--- src/rtl/phase_pkg.sv ---
// Shared definitions for the 2-bit phase rotator and its receive-side derotator.
package phase_pkg;

  localparam int PHASE_W = 2;
  localparam int WORD_W  = 64;

  typedef enum logic [2:0] {
    IDLE    = 3'd0,
    CAPTURE = 3'd1,
    TRY     = 3'd2,
    LOCKED  = 3'd3,
    FAIL    = 3'd4
  } phase_state_t;

  function automatic logic [WORD_W-1:0] rotl(input logic [WORD_W-1:0] x,
                                             input logic [PHASE_W-1:0] k);
    logic [31:0] back;
    back = 32'(WORD_W) - 32'(k);
    return (x << k) | (x >> back);
  endfunction

  function automatic logic [WORD_W-1:0] rotr(input logic [WORD_W-1:0] x,
                                             input logic [PHASE_W-1:0] k);
    logic [31:0] back;
    back = 32'(WORD_W) - 32'(k);
    return (x >> k) | (x << back);
  endfunction

endpackage

--- src/rtl/phase_rotl.sv ---
// Combinational left rotate of a W-bit word by an AW-bit amount.
module phase_rotl #(
  parameter int W  = 64,
  parameter int AW = 2
) (
  input  logic [W-1:0]  x,
  input  logic [AW-1:0] amt,
  output logic [W-1:0]  y
);

  logic [31:0] back_s;

  // A shift of the full width yields zero, so amt=0 passes x through.
  assign back_s = 32'(W) - 32'(amt);
  assign y      = (x << amt) | (x >> back_s);

endmodule

--- src/rtl/phase_2b_derotate.sv ---
// Recovers the transmit phase from one training beat, then left-rotates
// every later beat by the locked phase through a 1-entry output register.
module phase_2b_derotate
  import phase_pkg::*;
#(
  parameter int BITSTREAM = 64
) (
  input  logic                 clk,
  input  logic                 rst,
  input  logic                 cal_start,
  input  logic [BITSTREAM-1:0] train_word,
  input  logic                 in_valid,
  output logic                 in_ready,
  input  logic [BITSTREAM-1:0] in_bits,
  output logic                 out_valid,
  input  logic                 out_ready,
  output logic [BITSTREAM-1:0] out_bits,
  output logic [PHASE_W-1:0]   k_lock,
  output logic                 locked,
  output logic                 cal_fail
);

  localparam logic [PHASE_W-1:0] CAND_MAX = {PHASE_W{1'b1}};
  localparam logic [PHASE_W-1:0] CAND_ONE = PHASE_W'(1);

  phase_state_t           state_r, next_state_s;
  logic [PHASE_W-1:0]     cand_r;
  logic [PHASE_W-1:0]     k_lock_r;
  logic [BITSTREAM-1:0]   hold_r;
  logic [BITSTREAM-1:0]   out_bits_r;
  logic                   out_valid_r;
  logic [BITSTREAM-1:0]   try_rot_s;
  logic [BITSTREAM-1:0]   stream_rot_s;
  logic                   match_s;
  logic                   in_ready_s;
  logic                   in_hs_s;

  phase_rotl #(.W(BITSTREAM), .AW(PHASE_W)) u_try_rotl (
    .x   (hold_r),
    .amt (cand_r),
    .y   (try_rot_s)
  );

  phase_rotl #(.W(BITSTREAM), .AW(PHASE_W)) u_stream_rotl (
    .x   (in_bits),
    .amt (k_lock_r),
    .y   (stream_rot_s)
  );

  assign match_s = (try_rot_s == train_word);
  assign in_hs_s = in_valid && in_ready_s;

  // Input-side ready decode from the current state and output-register occupancy.
  always_comb begin
    in_ready_s = 1'b0;
    case (state_r)
      CAPTURE: in_ready_s = 1'b1;
      LOCKED:  in_ready_s = !out_valid_r || out_ready;
      default: in_ready_s = 1'b0;
    endcase
  end

  // Next-state logic; cal_start overrides every state.
  always_comb begin
    next_state_s = state_r;
    if (cal_start) begin
      next_state_s = CAPTURE;
    end else begin
      case (state_r)
        IDLE:    next_state_s = IDLE;
        CAPTURE: next_state_s = in_hs_s ? TRY : CAPTURE;
        TRY: begin
          if (match_s) begin
            next_state_s = LOCKED;
          end else if (cand_r == CAND_MAX) begin
            next_state_s = FAIL;
          end else begin
            next_state_s = TRY;
          end
        end
        LOCKED:  next_state_s = LOCKED;
        FAIL:    next_state_s = FAIL;
        default: next_state_s = IDLE;
      endcase
    end
  end

  // State, candidate search, training hold and the streaming output register.
  always_ff @(posedge clk) begin
    if (rst) begin
      state_r     <= IDLE;
      cand_r      <= {PHASE_W{1'b0}};
      k_lock_r    <= {PHASE_W{1'b0}};
      hold_r      <= {BITSTREAM{1'b0}};
      out_bits_r  <= {BITSTREAM{1'b0}};
      out_valid_r <= 1'b0;
    end else begin
      state_r <= next_state_s;
      if (cal_start) begin
        // Any beat accepted alongside cal_start is discarded, and the held word dropped.
        cand_r      <= {PHASE_W{1'b0}};
        out_valid_r <= 1'b0;
      end else begin
        case (state_r)
          CAPTURE: begin
            if (in_hs_s) begin
              hold_r <= in_bits;
              cand_r <= {PHASE_W{1'b0}};
            end
          end
          TRY: begin
            if (match_s) begin
              k_lock_r <= cand_r;
            end else if (cand_r != CAND_MAX) begin
              cand_r <= cand_r + CAND_ONE;
            end
          end
          LOCKED: begin
            if (in_hs_s) begin
              out_bits_r  <= stream_rot_s;
              out_valid_r <= 1'b1;
            end else if (out_ready) begin
              out_valid_r <= 1'b0;
            end
          end
          default: begin
            out_valid_r <= 1'b0;
          end
        endcase
      end
    end
  end

  assign in_ready  = in_ready_s;
  assign out_valid = out_valid_r;
  assign out_bits  = out_bits_r;
  assign k_lock    = k_lock_r;
  assign locked    = (state_r == LOCKED);
  assign cal_fail  = (state_r == FAIL);

endmodule

--- config.mk ---
export PLATFORM = sky130hd
export DESIGN_NAME = phase_2b_derotate
export DESIGN_NICKNAME = d
export VERILOG_FILES = /design/src/rtl/phase_pkg.sv /design/src/rtl/phase_rotl.sv /design/src/rtl/phase_2b_derotate.sv
export SDC_FILE = /design/constraint.sdc
export NUM_CORES = 1
export LEC_CHECK = 0
export ABC_AREA = 0
export CORE_UTILIZATION = 45
export CTS_CLUSTER_DIAMETER = 40
export DETAILED_ROUTE_END_ITERATION = 12
export PLACE_DENSITY_LB_ADDON = 0.2
export SETUP_SLACK_MARGIN = 0.5
export SYNTH_ARGS = -nofsm -noshare
export SYNTH_HDL_FRONTEND = slang
export SYNTH_SLANG_ARGS = --single-unit
export TNS_END_PERCENT = 20
--- constraint.sdc ---
create_clock -name clk -period 3.3 [get_ports clk]
set_input_delay 0.495 -clock clk [delete_from_list [all_inputs] [get_ports clk]]
set_output_delay 0.495 -clock clk [all_outputs]
set_load 0.005 [all_outputs]
==> results of run 1 <==
-- registers in the layout, summed over array words and instances, names as in the netlist --
| signal | flops |
|---|---|
| hold_r | 64 |
| out_bits | 64 |
| state_r | 3 |
| cand_r | 2 |
| k_lock | 2 |
| out_valid | 1 |
-- placed cells by master (no fill, tap or decap), types with 3 or more instances in the layout --
master	count
o22ai_1	3
nand2_1	256
clkbuf_1	3
dfxtp_4	3
buf_12	8
a211oi_1	6
buf_4	34
nor4_1	5
nor2_1	15
a21oi_1	130
xnor2_1	37
inv_1	5
or4_4	3
mux4_2	111
nand4_1	9
nand2b_1	10
o21ai_0	7
clkinv_2	3
buf_6	3
clkdlybuf4s50_1	201
a31oi_1	4
clkbuf_16	17
a311oi_1	3
mux2i_1	23
xor2_1	25
nor3_1	6
dfxtp_1	132
xnor2_2	4
-- kinds of logic (layout without fill, tap and decap cells) --
family,Yosys count,in the layout,share of synthesized area (%)
and+or+nand+nor,326,326,15.9
xor gates and xnor gates,66,66,6.58
AOI/OAI and AO/OA,167,167,10.5
adders and majority gates,3,3,0.427
DFF,136,136,31.0
buffers and inverters,83,284,4.16
muxes,137,137,31.5
-- final cells by class --
type / instances / area share, %
Clock buffer: 22 / 3.89
Clock inverter: 8 / 0.829
Inverter: 7 / 0.262
Multi-Input combinational cell: 699 / 48.5
Sequential cell: 136 / 22.9
Tap cell: 260 / 2.73
Timing Repair Buffer: 247 / 20.9
-- per-layer routing --
| layer | track usage (%) | vias to the layer above |
|---|---|---|
| met5 | 0 | - |
| met1 | 37.3 | 3925 |
| li1 | - | 3714 |
| met4 | 9.45 | 0 |
| met2 | 42.6 | 345 |
| met3 | 6.34 | 36 |
-- timing repair --
| item | in CTS | in global routing |
|---|---|---|
| pin swaps | 13 | 0 |
| setup buffers | 16 | 0 |
| resized for setup | 18 | 0 |
| gates cloned | 1 | 0 |
| setup endpoints to repair | 7 | 7 |
| hold buffers | 0 | 0 |
-- final timing paths --
path | start | to | cells past startpoint
max | cand_r[0] | k_lock[1] | 10
min | out_bits[61] | out_bits[61] | 2
max reg2reg | cand_r[0] | k_lock[1] | 10
min reg2reg | out_bits[61] | out_bits[61] | 2
-- power by group through the flow --
stage               combinational [mW]  clock, mW  sequential, mW
finish                           0.512       1.85            1.70
CTS                              0.510       1.88            1.69
global placement                 0.490          0            1.73
detailed placement               0.495          0            1.73
floorplan                        0.230          0            1.72
global route                     0.546       1.97            1.70
-- metrics by stage --
stage | worst slack [ps] | instances | area, sq um | utilization [%] | total power [mW]
2_1_floorplan | 429 | 918 | 8840 | - | 1.95
3_3_place_gp | -1.13 | 1332 | 11100 | 58.8 | 2.22
3_5_place_dp | -0.846 | 1332 | 11100 | 58.8 | 2.23
4_1_cts | 369 | 1379 | 11900 | 63.1 | 4.08
5_1_grt | 140 | 1379 | 11900 | 63.1 | 4.21
6_report | 338 | 1379 | 11900 | 63.1 | 4.05
-- worst reg2reg max path: cells and delay by family, from the launching register on --
family | cells | cell delay, ps
and+or+nand+nor | 5 | 1310
xor gates and xnor gates | 1 | 200
buffers and inverters | 2 | 260
DFF | 1 | 430
muxes | 2 | 650
==> metrics.txt, run 1 <==
Power Internal=~3.1 mW; starting DRC count in detailed routing=roughly 660; core area=approximately 19000 sq um; worst setup path class=reg2reg; Switching Share=between 20% and 30%; Post-route DRC=0; most common cell in the netlist=nand2_1; Die X=about 140 microns; layout cells sized above 1=between 10% and 20%; sequential share of power=between 40% and 50%; Clk network pwr share=between 40 and 50%; Max-Cap Viols=0; synthesized area per cell=9.57 sq um; die area=20100 sq um; LEAKAGE=~3.8 nW; # port buffers=202; routed vias=~8k; Ys Warns=0; worst min-delay path category=reg2reg; met3 WL post-DR=between 1.5 and 2 mm; combinational share of power=12.6%; Num CTS Buffers=17; vias in the first global route=around 7.7k; Slew headroom=roughly 54%; status=completed; maximum clock path buffer count=2; top_reg_cell synth=dfxtp_1; met2 WL=about 12 mm; DP HPWL=around 19 mm; Worst-Skew Late Latency=~430 ps; Max Clock Skew=approximately 12 ps; Distinct cells, synth=52; CP Buf/Inv Count=2; Metal-1 WL=11.4 mm; Slew Limit Fails=0; CTS tree=built; Reg clk slew, reported paths=~50 ps; Worst path top cell family by delay=simple AND/OR/NAND/NOR gates; peak supply drop=approximately 0.00034 V; Final setup viols=0; WHS=between 400 and 500 ps; minimum clock period=a little under 3000 ps; RSZ-0062 raised after global routing=yes; P per Cell Area=about 340 nW/um^2; Psw=962 uW; H-tree Lvls=4; fillcell total=1610; largest net degree at the start of global routing=67; post-synthesis sequential area ratio=around 31%; data required time of the worst path=around 3600 ps; critical path's slowest cell=mux4_2; RePlAce Congestion=0.923; cell count after synthesis=between 900 and 1k; vias per cell=5.82; EDFF count, synth=0; Yosys reg bits=about 140; Ant. Diodes=0; Layout area overhead=35.8%; Fin. Hold Viols=0; initial cell density of the core=between 40% and 50%; largest cells by area after synthesis=dfxtp_1 31%, mux4_2 28%, nand2_1 11%; final wirelength=26.4 mm; Max Clk Rate=roughly 340 MHz; CP Launch Type=register; initial antenna violation count=0; Die Y=approximately 140 microns; Fin Setup TNS=0 ps; Crit Path Max Fanout=6; register area=roughly 2700 sq um; Num Clock Sinks=approximately 140; row count=50; area of the multi-input gates=5780 sq um; Remaining Overflow, GRT=0; post-synthesis instance area=8780 sq um; cell breakdown of the critical path=buf_6 > buf_12 > mux4_2 > xnor2_2 > nand4_1 > or4_4 > nand2b_4 > nor4_4 > nand2b_1 > mux2i_1; Worst R2R Setup Slack=between 300 and 400 ps; IO Pins=a little over 200; Worst Max-Slew Pin Slew=slightly below 700 ps; Clock Tree Root=clkbuf_16; GRT Overall Usage=between 20 and 30%; area share of the largest cell type after synthesis=between 30% and 40%; Final ANT Viol Nets=0; first-pass GRT wire length=about 42 mm; drt first pass iters=6; drt wl/cell=19.1 microns; CP endpoint kind=register; Tcrit/Tclk final=between 80% and 90%; layout net count=approximately 1.2k; biggest cell delay along the critical path=around 520 ps; Post-synth ARST share=0%; syn nets=1054; synth cell count leaders=256 x nand2_1, 136 x dfxtp_1, 130 x a21oi_1; Top Metal Used=met4; crit path DAT=approximately 3300 ps; post-synth top area cell=dfxtp_1
No activity file was read; power rests on OpenSTA's default activity.
==> run 2, diff against run 1 <==
--- a/config.mk
+++ b/config.mk
@@ -6,6 +6,7 @@
 export NUM_CORES = 1
 export LEC_CHECK = 0
 export ABC_AREA = 0
+export CORE_MARGIN = 2
 export CORE_UTILIZATION = 45
 export CTS_CLUSTER_DIAMETER = 40
 export DETAILED_ROUTE_END_ITERATION = 12
==> run 2 against run 1 <==
Core utilization is 2.1 points lower. Flip-flop and latch count stayed put. Hold slack better by 3.9 ps. Sequential share of layout area is 0.23 points higher. First-iteration DRC count is 14% higher. Via count is 0.61% lower. Clock-buffer cell count is 3 lower. Cell count is 0.44% lower. Register-to-register slack worse by 140 ps. Critical endpoint is now k_lock[0]. Largest power group unchanged.
==> metrics.txt, run 2 (synthesis gave the netlist of run 1 again) <==
drt first pass iters=5; die area=about 21000 sq um; initial cell density of the core=approximately 45%; Die Y=approximately 140 microns; IO Pins=203; Slew headroom=a little under half; routed vias=roughly 8k; Clock Tree Root=clkbuf_16; most common cell after layout, fill and taps aside=nand2_1; CTS tree=built; peak supply drop=around 0.00030 V; Final setup viols=0; Final ANT Viol Nets=0; initial antenna violation count=0; Num Clock Sinks=between 100 and 150; non-filler cells, final=between 1k and 1.5k; Fin. Hold Viols=0; maximum clock path buffer count=2; Max Clk Rate=322 MHz; LEAKAGE=between 3 and 4 nW; cell breakdown of the critical path=buf_4 > buf_12 > mux4_2 > xnor2_1 > nand4_1 > or4_4 > nand2b_4 > nor4_4 > nand2b_1 > mux2i_1; Crit Path Max Fanout=17; worst setup path class=reg2reg; Remaining Overflow, GRT=0; Hold Path End=out_bits[16]; CP Launch Type=register; Fin Setup TNS=0 ps; # port buffers=202; final wirelength=approximately 26 mm; cell count of the worst hold path=2; crit path DAT=roughly 3400 ps; vias per cell=around 5.8; largest net degree at the start of global routing=71; first-pass GRT wire length=about 42 mm; CTS Hold Bufs=0; Slew Limit Fails=0; minimum clock period=~3100 ps; RSZ-0062 raised after global routing=yes; Layout area overhead=34.5%; biggest cell delay along the critical path=580 ps; vias in the first global route=~7.5k; CP endpoint kind=register; DP HPWL=18.9 mm; worst min-delay path category=reg2reg; P per Cell Area=between 300 and 400 nW/um^2; Tcrit/Tclk final=approximately 94%; critical path's slowest cell=or4_4; RePlAce Congestion=a little over 0.9; Post-route DRC=0; most frequent cells in the layout=256 x nand2_1, 201 x clkdlybuf4s50_1, 132 x dfxtp_1, 130 x a21oi_1, 111 x mux4_2; Max-Cap Viols=0; fin util=61.1%; R2R Path End=k_lock[0]; worst hold start=out_bits[16]; placed cell area=between 10000 and 15000 sq um; overall power=~4.2 mW; layout cells sized above 1=17.7%; data required time of the worst path=3610 ps; row count=between 50 and 60; drt wl/cell=around 19 microns; Ant. Diodes=0; starting DRC count in detailed routing=around 750; Final Cell Area=11800 sq um; layout net count=around 1.2k; Num CTS Buffers=17; GRT Overall Usage=26.1%; Worst-Skew Late Latency=roughly 430 ps; RR Startpoint=cand_r[0]; status=completed; Reg clk slew, reported paths=60 ps; Max Clock Skew=approximately 6.5 ps; H-tree Lvls=4; Worst R2R Setup Slack=around 200 ps; Post-Place Cells=about 1.3k; core area=around 19000 sq um; Die X=between 100 and 150 microns; fillcell total=around 1.7k; Worst Reg2Reg Path Length in Cells=10; Worst Max-Slew Pin Slew=a little under 800 ps
## run 2: cell types whose count changed in the layout (fill, tap and decap cells not counted), sizes merged
cell	before	now
buf	46	34
inv	6	7
bufinv	2	3
clkinv	5	8
clkinvlp	2	1
clkbuf	22	19
## run 2: report_power, final
part | leakage [nW] | total (mW) | switching [mW] | internal [mW]
logic | 2.30 | 0.504 | 0.217 | 0.287
clock network | 0.299 | 1.96 | 0.736 | 1.22
registers | 1.10 | 1.69 | 0.0317 | 1.66
## run 2: routing by layer
metal | global-route usage (%) | routed length [microns] | up-vias
li1 | - | - | 3703
met1 | 37.8 | 11500 | 3889
met2 | 39.8 | 12300 | 347
met3 | 5.13 | 2040 | 32
met4 | 7.33 | 470 | 0
met5 | 0 | 0 | -
## run 2: critical path: cells and delay by family, from the launching register on
family        cells  cell delay, ps
buf+inv           2             310
simple gates      5            1440
mux               2             670
flops             1             370
xor+xnor          1             210
## run 2: final cells by class
cell class                      count  area [sq um]  share of cell area [%]
Tap cell                          265           332                    2.81
Sequential cell                   136          2740                    23.2
Multi-Input combinational cell    699          5750                    48.7
Clock inverter                     12           149                    1.26
Inverter                            7          31.3                   0.265
Clock buffer                       19           453                    3.84
Timing Repair Buffer              235          2360                    20.0
## run 2: worst max path at each step
stage,start,to,slack [ps],depth (start not counted)
floorplan,cand_r[0],k_lock[0],430,9
global placement,cand_r[0],k_lock[1],-150,9
detailed placement,cand_r[0],k_lock[0],-160,9
CTS,cand_r[0],cand_r[1],220,11
global route,cand_r[0],state_r[2],60,11
finish,cand_r[0],k_lock[0],200,10
## run 2: metrics by stage
step | hold WS, ps | setup WS (ps)
floorplan | 448 | 429
global placement | 440 | -151
detailed placement | 443 | -165
CTS | 452 | 224
global route | 470 | 56.4
finish | 452 | 196
## run 2: what timing repair did
action,CTS,global route
gates resized for setup,10,0
pin swaps,8,1
hold endpoints to repair,0,0
endpoints found under the setup margin,7,7
buffers inserted,7,0
==> variant 1, RTL diff (settings of run 1) <==
`BITSTREAM`: 64 -> 128.
--- a/src/rtl/phase_2b_derotate.sv
+++ b/src/rtl/phase_2b_derotate.sv
@@ -4,5 +4,5 @@
   import phase_pkg::*;
 #(
-  parameter int BITSTREAM = 64
+  parameter int BITSTREAM = 128
 ) (
   input  logic                 clk,
Interface: changed (resized in_bits, out_bits and train_word); port bits go from 203 to 395. The function was not compared with the original's and may differ.
==> variant 1 against run 1 <==
The flow now finishes with violations (negative setup slack). Synthesized area increased by 110%. Core utilization up 1.2 points. Setup slack worse by 0.68 ns. Synthesized cell count grew 110%. Design area increased by 120%. Via count increased by 120%. Sequential cell count increased by 128. Highest routed layer is now met5. Largest power group unchanged. Wire length grew to 2.6 times the old value. Largest cell class unchanged. Critical path type unchanged. Maximum frequency down 19%. Combinational power rose by 130%. Power increased by 130%.
==> variant 1: results (changes against run 1) <==
Worst setup path
  – Worst reg2reg path depth: 15 (was 10)
  – Critical path arrival: 4.15 ns (was 3.27 ns)
  – Critical path fanouts, max: 8 (was 6)
  – Max stage delay on crit path: 0.49 ns (was 0.52 ns)

Pwr
  – Max IR drop VDD: 0.3775 mV (was 0.3450 mV)
  – P_leak: 0.008536 uW (was 0.003763 uW)

Yosys
  – Gate count of the mapped netlist: 1916 (was 918)
  – Post-Syn Nets: 2181 (was 1054)
  – Cell variety after synth: 85 (was 52)
  – Sequential element share of the synthesized area: 0.2867 (was 0.3100)
  – Top cells by area, synth: mux4_2 (30%), dfxtp_1 (29%), nand2_1 (11%) (was dfxtp_1 (31%), mux4_2 (28%), nand2_1 (11%))

Place
  – DP HPWL: 50900 um (was 19070 um)
  – Setup WS pre-CTS: -0.5049 ns (was -0.0008462 ns)
  – Gp weighted congestion: 0.9580 (was 0.9234)
  – Cells after DPL: 2817 (was 1332)

Global routing
  – First-pass GRT wire length: 105500 um (was 41880 um)
  – Largest net degree at the start of global routing: 129 (was 67)
  – All-layer global routing usage: 0.3293 (was 0.2730)

Detailed routing
  – Routed met3 length: 5229 um (was 1991 um)
  – Initial DRC Count: 1797 (was 655)
  – Met1 Wirelength: 29170 um (was 11410 um)
  – DR vias/cell: 6.105 (was 5.816)
  – DR WL met2: 33340 um (was 12420 um)
  – Post-DR wirelength/cell: 23.69 um (was 19.14 um)
  – Top layer used by detailed routing: met5 (was met4)

Status
  – Failing checks: negative setup slack
  – Status: finished, violations left (was complete, no violations)

Clock tree
  – CTS buffer count: 43 (was 17)
  – Clk_lat worst skew: 0.59 ns (was 0.43 ns)
  – Max clock buf depth: 3 (was 2)
  – H-tree depth: 2 (was 4)

Cells and area
  – Share of cells above drive strength 1: 0.2445 (was 0.1868)
  – Fill count: 3266 (was 1610)
  – Nets: 2635 (was 1244)
  – Final Non-Filler Cells: 2931 (was 1379)

Timing
  – Total Neg Setup Slack: -2.022 ns (was 0 ns)
  – Hold Worst Slack: 0.4472 ns (was 0.4478 ns)
  – Final count of negative-setup-slack endpoints: 7 (was 0)
  – Final Worst Setup Slack: -0.3371 ns (was 0.3385 ns)
  – Slew @ Worst Pin: 0.8822 ns (was 0.6934 ns)
  – Layout Skew: 0.02500 ns (was 0.01215 ns)
==> variant 1: worst paths after layout <==
kind | startpoint | end
max | cand_r[0]$_SDFFE_PP0P_ | cand_r[1]$_SDFFE_PP0P_
min | out_bits[104]$_SDFFE_PP0P_ | out_bits[104]$_SDFFE_PP0P_
max reg2reg | cand_r[0]$_SDFFE_PP0P_ | cand_r[1]$_SDFFE_PP0P_
min reg2reg | out_bits[104]$_SDFFE_PP0P_ | out_bits[104]$_SDFFE_PP0P_
==> variant 1: final cells by class <==
type,count,area (um^2),area share
multi-input combinational,1469,12470,0.4836
timing repair buffer,573,5743,0.2227
sequential,264,5300,0.2055
clock buffer,48,1115,0.04323
tap,525,656.9,0.02547
clock inverter,32,416.7,0.01615
inverter,19,83.83,0.003250
antenna,1,2.502,0.00009703
==> variant 1: cells by family (layout without fill, tap and decap cells) <==
group / count (synthesis) / count (layout) / share of synthesized area
adder cells (fa/ha/maj): 4 / 4 / 0.002715
XOR/XNOR: 100 / 100 / 0.04751
other: 0 / 1 / 0
flip-flops: 264 / 264 / 0.2867
buffers and inverters: 183 / 672 / 0.05063
AND/OR/NAND/NOR: 680 / 680 / 0.1579
AO/OA/AOI/OAI: 386 / 386 / 0.1215
multiplexers: 299 / 299 / 0.3330
==> variant 1: layer usage <==
metal,vias up,global-route usage
met3,107,0.04703
met2,754,0.5326
li1,8034,-
met5,-,0
met1,8997,0.4577
met4,2,0.09675
==> variant 1: per-stage QoR <==
step / instance area, um^2 / util
floorplan: 18600 / -
global route: 25790 / 0.6432
CTS: 25580 / 0.6379
global placement: 23670 / 0.5903
detailed placement: 23670 / 0.5903
finish: 25790 / 0.6432
==> variant 1: power by group <==
part           internal [uW]  switching (uW)
Clock                   2910            1830
Combinational            622             537
Sequential              3230            66.9
==> variant 1: timing repair <==
action | 4_1_cts | 5_1_grt
cloned | 3 | 1
buffers inserted | 18 | 11
gates resized for setup | 26 | 22
endpoints found under the setup margin | 7 | 7
pin swaps | 13 | 17
==> variant 1: worst register-to-register path, stage by stage (launching register included) <==
cell,delay [ns]
dfxtp_4,0.38
buf_8,0.12
buf_12,0.13
buf_12,0.14
buf_16,0.14
buf_6,0.10
mux4_2,0.49
xor2_1,0.16
nor4_2,0.28
nand4_1,0.19
a211o_4,0.36
nor4_4,0.41
nand4_4,0.20
buf_6,0.17
o21ai_4,0.17
o2bb2ai_2,0.12
==> variant 2, RTL diff (flow settings as in run 1) <==
Without the edit above. Make the reset (`rst`) asynchronous in one clocked block.
--- a/src/rtl/phase_2b_derotate.sv
+++ b/src/rtl/phase_2b_derotate.sv
@@ -87,5 +87,5 @@
 
   // State, candidate search, training hold and the streaming output register.
-  always_ff @(posedge clk) begin
+  always_ff @(posedge clk or posedge rst) begin
     if (rst) begin
       state_r     <= IDLE;
Formal check against the unedited RTL: differs if rst is asserted again (counterexample within 4 cycles, from zero or initial values and one cycle with rst high); with rst held inactive, the same outputs for 4 cycles.
==> variant 2 against run 1 <==
Die area grew 5.6%. Setup slack worse by 0.016 ns. Sequential cell count unchanged. Critical endpoint is now cand_r[0]$_DFFE_PP0P_. Synthesized area up 5.7%. Wire length shrank 2.6%. Design area rose by 4.5%. Via count decreased by 13%.
Power is not compared: it rests on default switching activity, and its combinational part moved more than twofold at a synthesized area within 25%.
==> variant 2: results (changes against run 1) <==
Status
  – Status: complete, no violations (unchanged)

Place
  – DP HPWL: 18500 um (was 19070 um)
  – Gp weighted congestion: 0.8333 (was 0.9234)
  – Placed Area: 11600 um^2 (was 11110 um^2)

Worst setup path
  – Slowest stage cell, crit path: a2111o_1 (was mux4_2)
  – Crit path capture: cand_r[0]$_DFFE_PP0P_ (was k_lock[1]$_SDFFE_PP0P_)
  – Worst reg2reg path depth: 9 (was 10)
  – R2R setup slack: 0.32 ns (was 0.34 ns)
  – Critical path fanouts, max: 29 (was 6)
  – Critical Path Source: cand_r[1]$_DFFE_PP0P_ (was cand_r[0]$_SDFFE_PP0P_)

Detailed routing
  – Drt first pass iters: 4 (was 6)
  – Via count: 6939 (was 8020)
  – Total Wirelength: 25710 um (was 26400 um)
  – Post-DR wirelength/cell: 21.93 um (was 19.14 um)
  – Initial DRC Count: 322 (was 655)
  – Routed met3 length: 1383 um (was 1991 um)

Global routing
  – Met1 usage: 0.3515 (was 0.3728)
  – Largest net degree at the start of global routing: 137 (was 67)
  – GR Util met2: 0.4197 (was 0.4257)
  – Routing usage on met3: 0.04138 (was 0.06345)
  – First-pass GRT wire length: 41800 um (was 41880 um)

Yosys
  – Ys async rst share: 1.000 (was 0)
  – Commonest cells post-synth: dfrtp_1 (136), mux2_2 (128), mux4_2 (94) (was nand2_1 (256), dfxtp_1 (136), a21oi_1 (130))
  – Sequential element share of the synthesized area: 0.3666 (was 0.3100)
  – Gate count of the mapped netlist: 693 (was 918)

Timing
  – F_max: 335.9 MHz (was 337.7 MHz)
  – Hold Worst Slack: 0.4832 ns (was 0.4478 ns)
  – Layout Skew: 0.009646 ns (was 0.01215 ns)
  – Slew @ Worst Pin: 0.8838 ns (was 0.6934 ns)

Clock tree
  – CTS resizes: 16 (was 18)
  – Post-CTS setup buffer count: 6 (was 16)

Cells and area
  – Fill count: 1581 (was 1610)
  – Share of cells above drive strength 1: 0.3337 (was 0.1868)
  – Multi-input logic area: 5685 um^2 (was 5784 um^2)

Hold path
  – Hold Path End: out_bits[6]$_DFFE_PP0P_ (was out_bits[61]$_SDFFE_PP0P_)
## variant 2: final cells by class
type,count,area share
clock inverter,13,0.01336
clock buffer,19,0.03475
sequential,136,0.2742
multi-input combinational,498,0.4563
inverter,10,0.003314
timing repair buffer,226,0.1910
tap,270,0.02711
## variant 2: worst max-delay path: cells and delay by family, from the launching register on
family                 cells  cell delay (ns)
buffers and inverters      2             0.40
AOI/OAI and AO/OA          3             0.95
DFF                        1             0.47
muxes                      2             0.50
and+or+nand+nor            2             0.53
## variant 2: kinds of logic (layout without fill, tap and decap cells)
| kind of cell | Yosys count | after routing | synth area share |
|---|---|---|---|
| multiplexers | 271 | 271 | 0.4375 |
| XOR/XNOR | 57 | 57 | 0.05378 |
| AND/OR/NAND/NOR | 99 | 99 | 0.05567 |
| buffers and inverters | 59 | 268 | 0.03181 |
| adder cells (fa/ha/maj) | 3 | 3 | 0.004044 |
| AO/OA/AOI/OAI | 68 | 68 | 0.05055 |
| flip-flops | 136 | 136 | 0.3666 |
